### src/rtl/addsub_digit_serial_if.sv
// Request/result bundle for the digit-serial adder/subtractor.
// The master issues start with operands and controls; the slave returns status and result.
interface addsub_digit_serial_if #(
  parameter int WIDTH = 16
);
  logic             start;
  logic [WIDTH-1:0] a;
  logic [WIDTH-1:0] b;
  logic             sub;
  logic             sgn;
  logic             sat;
  logic             busy;
  logic             done;
  logic [WIDTH-1:0] result;
  logic             carry_out;
  logic             overflow;
  logic             zero;

  modport master (
    output start, a, b, sub, sgn, sat,
    input  busy, done, result, carry_out, overflow, zero
  );

  modport slave (
    input  start, a, b, sub, sgn, sat,
    output busy, done, result, carry_out, overflow, zero
  );
endinterface

### src/rtl/addsub_digit_serial.sv
// Digit-serial add/subtract: WIDTH/DIGIT cycles per operation, LS digit first.
// Produces carry/borrow, signed or unsigned overflow, optional saturation and zero flag.
module addsub_digit_serial #(
  parameter int WIDTH = 16,
  parameter int DIGIT = 4
) (
  input logic                  clk,
  input logic                  rst_n,
  addsub_digit_serial_if.slave bus
);
  localparam int N  = WIDTH / DIGIT;
  localparam int CW = (N > 1) ? $clog2(N) : 1;

  typedef enum logic [1:0] {IDLE, BUSY, DONE} state_t;

  state_t           state;
  logic [WIDTH-1:0] op_a;
  logic [WIDTH-1:0] op_b;
  logic [WIDTH-1:0] acc;
  logic             a_msb;
  logic             b_msb;
  logic             sub_q;
  logic             sgn_q;
  logic             sat_q;
  logic             carry_q;
  logic [CW-1:0]    cnt;

  logic [DIGIT:0]   dsum;
  logic [WIDTH-1:0] raw_next;
  logic [WIDTH-1:0] sat_val;
  logic [WIDTH-1:0] res_next;
  logic             last;
  logic             cout;
  logic             ovf_s;
  logic             ovf;

  always_comb begin
    dsum     = {1'b0, op_a[DIGIT-1:0]} + {1'b0, op_b[DIGIT-1:0]} + {{DIGIT{1'b0}}, carry_q};
    // Sum digits enter at the top and shift down, so after N digits acc is LSB-aligned.
    raw_next = (acc >> DIGIT) | (WIDTH'(dsum[DIGIT-1:0]) << (WIDTH - DIGIT));
    last     = (cnt == CW'(N - 1));
    cout     = dsum[DIGIT] ^ sub_q;
    ovf_s    = (a_msb == b_msb) && (raw_next[WIDTH-1] != a_msb);
    ovf      = sgn_q ? ovf_s : cout;
    if (sgn_q) begin
      sat_val = a_msb ? {1'b1, {(WIDTH-1){1'b0}}} : {1'b0, {(WIDTH-1){1'b1}}};
    end else begin
      sat_val = sub_q ? '0 : '1;
    end
    res_next = (sat_q && ovf) ? sat_val : raw_next;
  end

  always_ff @(posedge clk or negedge rst_n) begin
    if (!rst_n) begin
      state         <= IDLE;
      op_a          <= '0;
      op_b          <= '0;
      acc           <= '0;
      a_msb         <= 1'b0;
      b_msb         <= 1'b0;
      sub_q         <= 1'b0;
      sgn_q         <= 1'b0;
      sat_q         <= 1'b0;
      carry_q       <= 1'b0;
      cnt           <= '0;
      bus.busy      <= 1'b0;
      bus.done      <= 1'b0;
      bus.result    <= '0;
      bus.carry_out <= 1'b0;
      bus.overflow  <= 1'b0;
      bus.zero      <= 1'b0;
    end else begin
      case (state)
        IDLE, DONE: begin
          bus.done <= 1'b0;
          if (bus.start) begin
            op_a     <= bus.a;
            op_b     <= bus.b ^ {WIDTH{bus.sub}};
            a_msb    <= bus.a[WIDTH-1];
            b_msb    <= bus.b[WIDTH-1] ^ bus.sub;
            sub_q    <= bus.sub;
            sgn_q    <= bus.sgn;
            sat_q    <= bus.sat;
            carry_q  <= bus.sub;
            cnt      <= '0;
            acc      <= '0;
            bus.busy <= 1'b1;
            state    <= BUSY;
          end else begin
            state <= IDLE;
          end
        end
        BUSY: begin
          op_a    <= op_a >> DIGIT;
          op_b    <= op_b >> DIGIT;
          acc     <= raw_next;
          carry_q <= dsum[DIGIT];
          cnt     <= cnt + CW'(1);
          if (last) begin
            state         <= DONE;
            bus.busy      <= 1'b0;
            bus.done      <= 1'b1;
            bus.result    <= res_next;
            bus.carry_out <= cout;
            bus.overflow  <= ovf;
            bus.zero      <= (res_next == '0);
          end
        end
        default: state <= IDLE;
      endcase
    end
  end
endmodule

### src/flat_wrapper.sv
// flat-port wrapper written by rule: the top's interface ports become plain ports
module addsub_digit_serial_flat 
#(
  parameter int WIDTH = 16,
  parameter int DIGIT = 4
)
  (clk, rst_n, bus_start, bus_a, bus_b, bus_sub, bus_sgn, bus_sat, bus_busy, bus_done, bus_result, bus_carry_out, bus_overflow, bus_zero);
  addsub_digit_serial_if #(.WIDTH(WIDTH)) bus_i ();
  input logic clk;
  input logic rst_n;
  input wire logic [$bits(bus_i.start)-1:0] bus_start;
  input wire logic [$bits(bus_i.a)-1:0] bus_a;
  input wire logic [$bits(bus_i.b)-1:0] bus_b;
  input wire logic [$bits(bus_i.sub)-1:0] bus_sub;
  input wire logic [$bits(bus_i.sgn)-1:0] bus_sgn;
  input wire logic [$bits(bus_i.sat)-1:0] bus_sat;
  output wire logic [$bits(bus_i.busy)-1:0] bus_busy;
  output wire logic [$bits(bus_i.done)-1:0] bus_done;
  output wire logic [$bits(bus_i.result)-1:0] bus_result;
  output wire logic [$bits(bus_i.carry_out)-1:0] bus_carry_out;
  output wire logic [$bits(bus_i.overflow)-1:0] bus_overflow;
  output wire logic [$bits(bus_i.zero)-1:0] bus_zero;
  assign bus_i.start = bus_start;
  assign bus_i.a = bus_a;
  assign bus_i.b = bus_b;
  assign bus_i.sub = bus_sub;
  assign bus_i.sgn = bus_sgn;
  assign bus_i.sat = bus_sat;
  assign bus_busy = bus_i.busy;
  assign bus_done = bus_i.done;
  assign bus_result = bus_i.result;
  assign bus_carry_out = bus_i.carry_out;
  assign bus_overflow = bus_i.overflow;
  assign bus_zero = bus_i.zero;
  addsub_digit_serial #(.WIDTH(WIDTH), .DIGIT(DIGIT)) u_core (.clk(clk), .rst_n(rst_n), .bus(bus_i));
endmodule
### config.mk
export PLATFORM = sky130hd
export DESIGN_NAME = addsub_digit_serial_flat
export DESIGN_NICKNAME = d
export VERILOG_FILES = /design/src/rtl/addsub_digit_serial_if.sv /design/src/rtl/addsub_digit_serial.sv /design/src/flat_wrapper.sv
export SDC_FILE = /design/constraint.sdc
export NUM_CORES = 1
export LEC_CHECK = 0
export ABC_CLOCK_PERIOD_IN_PS = 8300
export CAP_MARGIN = 20
export CORE_ASPECT_RATIO = 0.75
export CORE_MARGIN = 2
export CORE_UTILIZATION = 35
export DETAILED_ROUTE_END_ITERATION = 10
export HOLD_SLACK_MARGIN = 0.15
export PLACE_DENSITY = 0.58
export SLEW_MARGIN = 20
export SYNTH_ARGS = -nofsm -noshare
export SYNTH_HDL_FRONTEND = slang
export SYNTH_SLANG_ARGS = --single-unit
### constraint.sdc
create_clock -name clk -period 8.3 [get_ports clk]
set_clock_uncertainty 0.1 [all_clocks]
set_input_delay 1.245 -clock clk [delete_from_list [all_inputs] [get_ports clk]]
set_output_delay 1.245 -clock clk [all_outputs]
set_load 0.01 [all_outputs]
* Word-level counts from Yosys, hierarchy flattened
Index checks and enable logic that the tools add are counted.
Operators by class: shifts and indexed selects 0, muxes and demuxes 23, multipliers 0, equality and inequality tests 7, order comparisons 0, bitwise logic cells 4, reductions and logical operators 11, add/subtract/negate cells 3, div/mod/pow operators 0
Operators by type and width (count):
- two-way mux 16 bit | 7
- case mux 16 bit (2 select lines) | 3
- logical NOT 16 bit | 1
- OR 12 x 16 -> 16 bit | 1
- bitwise XOR 16 bit | 1
- case mux 2 bit (2 select lines) | 2
- AND reduction 2 bit | 4
- two-way mux 1 bit | 6
- case mux 1 bit (2 select lines) | 3
- adder 4 x 4 -> 5 bit | 1
- adder 5 x 1 -> 5 bit | 1
- == test 2 bit, second input constant | 2
- two-way mux 2 bit | 2
- AND reduction 3 bit | 1
- adder 2 x 1 -> 2 bit, second input constant | 1
- == test 2 x 1 -> 1 bit, second input constant | 1
- logical AND 1 bit | 2
- logical NOT 2 bit | 1
- inequality test 2 x 1 -> 1 bit, second input constant | 1
- inequality test 2 bit, second input constant | 1
- nonzero test 2 bit | 1
- OR reduction 2 bit | 1
- bitwise XOR 1 bit | 2
- == test 1 bit | 1
- inequality test 1 bit | 1
Word-level totals: RAM bits 0, latch bits 0, word-level logic and storage cells 65, ROM bits 0, memories kept 0, bits of input ports 38, flip-flop bits (word level) 79

* Longest topological paths before layout
Gate-level depths: netlist (run 1).
word-level depth 9, mapped depth 9, depth with buffers taken out 8

* Worst setup path after synthesis (run 1)
OpenSTA, ideal clock, no wires.
path type register to register, from register u_core.carry_q, to register u_core.bus.result[0], period minus slack after synthesis 2686 ps, stages on the path, launching flop included 10, required time 8134 ps, slack 5614 ps, buffers on the path 1, arrival time 2519 ps, cells stage by stage dfrtp_1 -> inv_1 -> fa_1 -> fa_1 -> nand2b_1 -> o2bb2ai_1 -> or3_1 -> a21oi_2 -> buf_2 -> a221o_1
Between the ends: longest elaborated chain between the ends 7
Ends and longest elaborated chain:
- start: declaration | RTL line addsub_digit_serial.sv:25 | logic carry_q;
- start signal: assignment | RTL line addsub_digit_serial.sv:84 | carry_q <= bus.sub;
- start signal: assignment | RTL line addsub_digit_serial.sv:97 | carry_q <= dsum[DIGIT];
- adder 5 x 1 -> 5 bit * | RTL line addsub_digit_serial.sv:38 | dsum = {1'b0, op_a[DIGIT-1:0]} + {1'b0, op_b[DIGIT-1:0]} + {{DIGIT{1'b0}}, carry_q};
- OR 12 x 16 -> 16 bit | RTL line addsub_digit_serial.sv:40 | raw_next = (acc >> DIGIT) | (WIDTH'(dsum[DIGIT-1:0]) << (WIDTH - DIGIT));
- inequality test 1 bit | RTL line addsub_digit_serial.sv:43 | ovf_s = (a_msb == b_msb) && (raw_next[WIDTH-1] != a_msb);
- logical AND 1 bit | RTL line addsub_digit_serial.sv:43
- two-way mux 1 bit * | RTL line addsub_digit_serial.sv:44 | ovf = sgn_q ? ovf_s : cout;
- logical AND 1 bit * | RTL line addsub_digit_serial.sv:50 | res_next = (sat_q && ovf) ? sat_val : raw_next;
- two-way mux 16 bit * | RTL line addsub_digit_serial.sv:50
- end signal: assignment | RTL line addsub_digit_serial.sv:103 | bus.result <= res_next;
- end: declaration | RTL line addsub_digit_serial_if.sv:26 | output busy, done, result, carry_out, overflow, zero
Mark *: on every way between the ends. The rest lies on a longest branch, timed or not. A chain may end at the register's enable or synchronous reset.

* Worst setup path in the final report (run 1)
from register u_core.carry_q, to register u_core.bus.result[2]
The elaborated chain is that of the path after synthesis.

==> results.yml, run 1 <==
sta:
  fmax_ghz: 0.330
  setup_viol: 0
  period_share_pct: 36.5
  hold_violations: 0
  worst_pin_slew_ns: 0.943
  rsz0062_at_grt: "false"
  fin_crit_ns: 3.03
  final.setup.tns_ns: 0
  drv_slew: 0
  slew_headroom_pct: 37.2
place:
  dp_hpwl_um: 4940
  io_buffers: 58
  place_congestion: 0.736
  post-place-cells: 469
power:
  power_leakage_nw: 1.91
  clock_power_share_pct: 22.7
  p_seq_share_pct: 36.6
  p_sw_w: 0.000655
  power_density_mw_per_mm2: 408
  p_int_w: 0.00111
  swShare_pct: 37.1
  comb_power_share_pct: 40.7
  max-vdd-ir-drop_mv: 0.126
clocking:
  cts_tree: "yes"
  cts_num_sinks: 75
  cts_resized: 0
  path_clk_slew_ns: 0.06
  cts_setup_buffers: 0
  cts_root_buf: "clkbuf_16"
  ctsHoldBuffers: 0
  numCtsBuffers: 9
  cts_buffer_depth: 2
  cts_max_level: 3
  insertion_delay_ns: 0.34
cells_and_area:
  antenna_cells: 0
  stdcell_count: 485
  syn_to_final_growth_pct: 29.8
  fillers: 878
  layout-drive-gt1-share_pct: 7.84
  nNetsFinal: 396
global_routing:
  grt_pass1_wl_um: 12400
  first_global_vias: 2449
  grt.overflow.total: 0
  grt_max_degree: 76
  antenna_found_initial: 0
  grt_usage_pct: 15.9
floorplan:
  start_util_pct: 36.4
  dieArea_mm2: 0.0103
  boundaryPins: 59
  die_x_um: 117
  core_area_mm2: 0.00916
  die_h_um: 88.5
  rows: 30
logic_synthesis:
  ys_seq_elements: 75
  synth_most_common_cell: "dfrtp_1"
  syn_avg_cell_area_um2: 11.1
  yosys_warnings: 0
  synth-simple-area-share_pct: 13.1
  ys_types: 40
  synth_compound_gate_area_share_pct: 19.5
  synth_xor_area_share_pct: 4.74
  yosysSeqAreaShare_pct: 56.4
  synth_top_family_by_area: "compound AO/OA/AOI/OAI gates"
  netlist_instances: 299
  syn-cell-area_mm2: 0.00333
  yosysTopAreaCell: "dfrtp_1"
  synth_area_leaders: "dfrtp_1, a221o_1, nand2_1, xnor2_1, a22o_1"
  synth-edff-count: 0
  synth_nets: 343
  yosysTopAreaCellShare_pct: 56.4
  synthArstFlopShare_pct: 100
  synth-main-ff-cell: "dfrtp_1"
  synthTopCellsByCount: "dfrtp_1, nand2_1, a221o_1"
  synthMuxAreaShare_pct: 0.301
  synthAdderAreaFrac_pct: 2.71
run:
  cap_violations: 0
detailed_routing:
  ant_nets: 0
  vias: 2450
  drt_iter0_drc: 194
  wl_per_cell_um: 15.4
  first_pass_iters: 4
  drc: 0
  viasPerCell: 5.05
  wirelength_um: 7450
critical_path:
  crit_fanout: 15
  end_kind: "flip-flop"
  cp.required_ns: 8.47
  arrival_ns: 3.20
  ff2ff_path_depth: 8
  start_kind: "flip-flop"
  path_class: "reg -> reg"
worst_hold_path:
  hold_depth: 2
  hp-class: "reg -> reg"
outcome:
  outcome: "finished, final reports clean"
==> critical path, cell delays in order, from the launching register on <==
cell and delay [ns]:
dfrtp_1 0.35, inv_1 0.06, fa_1 0.46, fa_1 0.46, nand2b_1 0.16, o2bb2ai_1 0.26
or3_1 0.39, a21oi_2 0.51, a221o_1 0.21
==> per-stage QoR <==
stage               cell area [um^2]  power [W]  util, %  hold WS (ns)  setup slack, ns
detailed placement              4010    0.00137     43.8         0.367             5.05
floorplan                       3330    0.00111        -         0.346             5.61
global placement                4010    0.00135     43.8         0.361             5.11
CTS                             4320    0.00178     47.2         0.384             5.27
finish                          4320    0.00176     47.2         0.377             5.27
global route                    4320    0.00190     47.2         0.403             5.05
==> power by group through the flow <==
stage,sequential (W),clock (W),combinational (W)
6_report,0.000646,0.000401,0.000718
5_1_grt,0.000667,0.000426,0.000803
4_1_cts,0.000645,0.000411,0.000726
3_5_place_dp,0.000650,0,0.000722
3_3_place_gp,0.000648,0,0.000704
2_1_floorplan,0.000636,0,0.000479
==> final timing paths <==
| check | end | slack [ns] | start |
|---|---|---|---|
| max | u_core.bus.result[2]$_DFFE_PN0P_ | 5.27 | u_core.carry_q$_DFFE_PN0P_ |
| min | u_core.bus.busy$_DFFE_PN0P_ | 0.38 | u_core.bus.busy$_DFFE_PN0P_ |
| max reg2reg | u_core.bus.result[2]$_DFFE_PN0P_ | 5.27 | u_core.carry_q$_DFFE_PN0P_ |
| min reg2reg | u_core.bus.busy$_DFFE_PN0P_ | 0.38 | u_core.bus.busy$_DFFE_PN0P_ |
| max in group asynchronous | u_core.op_a[10]$_DFFE_PN0P_ | 6.54 | rst_n |
| min in group asynchronous | u_core.state[1]$_DFFE_PN0N_ | 0.95 | rst_n |
==> logic make-up (layout without fill, tap and decap cells) <==
family                     Yosys count  in the layout
and+or+nand+nor                     98             98
DFF                                 75             75
AOI/OAI and AO/OA                   74             74
buffers and inverters               27             85
xor gates and xnor gates            18             18
adders and majority gates            6              6
muxes                                1              1
==> metal layers <==
layer / share of wire [%] / global-route usage [%] / up-vias
li1: - / - / 1190
met1: 50 / 22.5 / 1196
met2: 45 / 23.1 / 60
met3: 4.3 / 5.00 / 4
met4: 0.74 / 5.67 / 0
met5: 0 / 0 / -
==> registers in the layout, indices dropped and copies added, names as in the netlist, 2 cells and up <==
| name | cells |
|---|---|
| u_core.bus.result | 16 |
| u_core.op_b | 16 |
| u_core.cnt | 2 |
| u_core.state | 2 |
| u_core.op_a | 16 |
| u_core.acc | 12 |
==> placed cells by master, fill, tap and decap left out, types with 9 or more instances in the layout <==
cell type / instances
clkdlybuf4s50_1: 57
a22oi_1: 10
clkbuf_16: 9
a221o_1: 30
a22o_1: 15
nor2_1: 19
dfrtp_1: 75
xnor2_1: 16
nand2_1: 54
==> cell type report <==
type,count,area [um^2],share of cell area [%]
clock buffer,9,225,5.21
clock inverter,7,83.8,1.94
inverter,8,30.0,0.695
multi-input combinational,197,1350,31.1
sequential,75,1880,43.4
tap,128,160,3.70
timing repair buffer,61,601,13.9
(Power assumes the default switching activity.)
==> inputs of run 2 (changes only) <==
ABC_CLOCK_PERIOD_IN_PS = 2650   (was 8300)
PLACE_DENSITY = 0.6   (was 0.58)
clock period = 2.65 ns   (was 8.3 ns; I/O delays follow)
==> results.yml, run 2 (synthesis results as in run 1) <==
critical_path:
  end_kind: "flip-flop"
  crit_fanout: 8
  path_class: "reg -> reg"
  cp.required_ns: 2.82
  start_kind: "flip-flop"
  arrival_ns: 2.72
power:
  p_seq_share_pct: 35.9
  swShare_pct: 37.4
  p_int_w: 0.00354
  power_leakage_nw: 1.96
  comb_power_share_pct: 43.6
  max-vdd-ir-drop_mv: 0.467
  total_power_w: 0.00565
  p_sw_w: 0.00211
  clock_power_share_pct: 20.5
  power_density_mw_per_mm2: 1270
sta:
  rsz0062_at_grt: "false"
  period_share_pct: 96.1
  holdWs_ns: 0.0974
  fmax_ghz: 0.393
  hold_violations: 0
  drv_slew: 0
  fin_crit_ns: 2.55
  setup_viol: 0
  slew_headroom_pct: 36.1
  worst_pin_slew_ns: 0.958
clocking:
  ctsHoldBuffers: 0
  insertion_delay_ns: 0.33
  cts_max_level: 3
  cts_buffer_depth: 2
  cts_tree: "yes"
  cts_root_buf: "clkbuf_16"
  path_clk_slew_ns: 0.06
  cts_num_sinks: 75
  numCtsBuffers: 9
global_routing:
  grt_max_degree: 76
  grt.overflow.total: 0
  grt_pass1_wl_um: 12200
  grt_usage_pct: 15.5
  first_global_vias: 2349
  antenna_found_initial: 0
detailed_routing:
  ant_nets: 0
  wl_per_cell_um: 15.0
  drt_iter0_drc: 176
  vias: 2480
  first_pass_iters: 4
  viasPerCell: 5.03
  drc: 0
  wirelength_um: 7400
cells_and_area:
  layout-drive-gt1-share_pct: 11.2
  reg.largest.list: "u_core.bus.result (16), u_core.op_a (16), u_core.op_b (16)"
  final_cell_mix: "dfrtp_1, clkdlybuf4s50_1, nand2_1"
  syn_to_final_growth_pct: 33.5
  nNetsFinal: 404
  final_common_cell: "dfrtp_1"
  antenna_cells: 0
  fillers: 877
floorplan:
  start_util_pct: 36.4
  die_h_um: 88.5
  rows: 30
  dieArea_mm2: 0.0103
  die_x_um: 117
  core_area_mm2: 0.00916
  boundaryPins: 59
outcome:
  outcome: "finished, final reports clean"
place:
  place_congestion: 0.821
  io_buffers: 58
  dp_hpwl_um: 4840
run:
  cap_violations: 0
worst_hold_path:
  hp-class: "in -> async"
## run 2: changes by cell type in the layout (fill, tap and decap cells not counted), sizes merged
cell | before | now
buf | 4 | 11
inv | 11 | 12
bufinv | 1 | 0
clkinvlp | 1 | 2
clkbuf | 9 | 10
clkinv | 2 | 1
## run 2: what timing repair did
item                                    CTS  global route
resized for setup                         2             4
pin swaps                                 1             1
endpoints found under the setup margin   16            16
setup buffers                             1             1
gates cloned                              0             1
## run 2: metrics by stage
step | std cells | setup TNS (ns) | util (%) | setup WS (ns) | cell area, um^2
2_1_floorplan | 299 | 0 | - | 0.0373 | 3340
3_3_place_gp | 474 | -1.55 | 44.4 | -0.0984 | 4070
3_5_place_dp | 474 | -2.41 | 44.4 | -0.162 | 4070
4_1_cts | 491 | 0 | 47.8 | 0.00988 | 4380
5_1_grt | 493 | 0 | 48.5 | 0.00665 | 4440
6_report | 493 | 0 | 48.5 | 0.103 | 4440
## run 2: routing by layer
layer  GRT usage, %  wire (um)
met1           24.1       3930
met2           20.2       2990
met3           4.66        389
met4           5.45         91
met5              0          0
## run 2: final timing paths
| kind | from | to | slack [ns] | depth (start not counted) |
|---|---|---|---|---|
| worst max-delay path | u_core.carry_q$_DFFE_PN0P_ | u_core.bus.zero$_DFFE_PN0P_ | 0.10 | 9 |
| worst min register to register | u_core.op_a[11]$_DFFE_PN0P_ | u_core.op_a[11]$_DFFE_PN0P_ | 0.38 | 2 |
| max in group asynchronous | rst_n | u_core.carry_q$_DFFE_PN0P_ | 1.71 | 1 |
| min in group clk | u_core.op_a[11]$_DFFE_PN0P_ | u_core.op_a[11]$_DFFE_PN0P_ | 0.38 | 2 |
| worst min-delay path | rst_n | u_core.cnt[1]$_DFFE_PN0P_ | 0.1 | 1 |
| worst max register to register | u_core.carry_q$_DFFE_PN0P_ | u_core.bus.zero$_DFFE_PN0P_ | 0.10 | 9 |
## run 2: power groups by stage
stage	Clock [W]	Sequential (W)	Combinational, W
global route	0.00124	0.00210	0.00273
CTS	0.00119	0.00202	0.00236
finish	0.00116	0.00203	0.00246
detailed placement	0	0.00204	0.00232
floorplan	0	0.00199	0.00151
global placement	0	0.00203	0.00230
## run 2: cell type report
cell class                 instances  area (um^2)  share of cell area, %
sequential                        75         1880                   42.2
tap                              128          160                   3.60
clock inverter                     7         58.8                   1.32
timing repair buffer              69          703                   15.8
inverter                           8         30.0                  0.676
clock buffer                       9          225                   5.07
multi-input combinational        197         1390                   31.3
## run 2: critical path, stage by stage (launching register included)
cell,delay [ns]
dfrtp_1,0.34
inv_1,0.06
fa_2,0.41
fa_2,0.40
nand2b_4,0.15
o2bb2ai_4,0.17
mux2i_4,0.21
a211oi_4,0.29
clkbuf_16,0.22
a221o_1,0.12
==> inputs of run 3 (changes only) <==
SKIP_LAST_GASP = 1   (was unset)
==> results of run 3 <==
No change in the layout: final DEF, timing and power equal those of run 2.
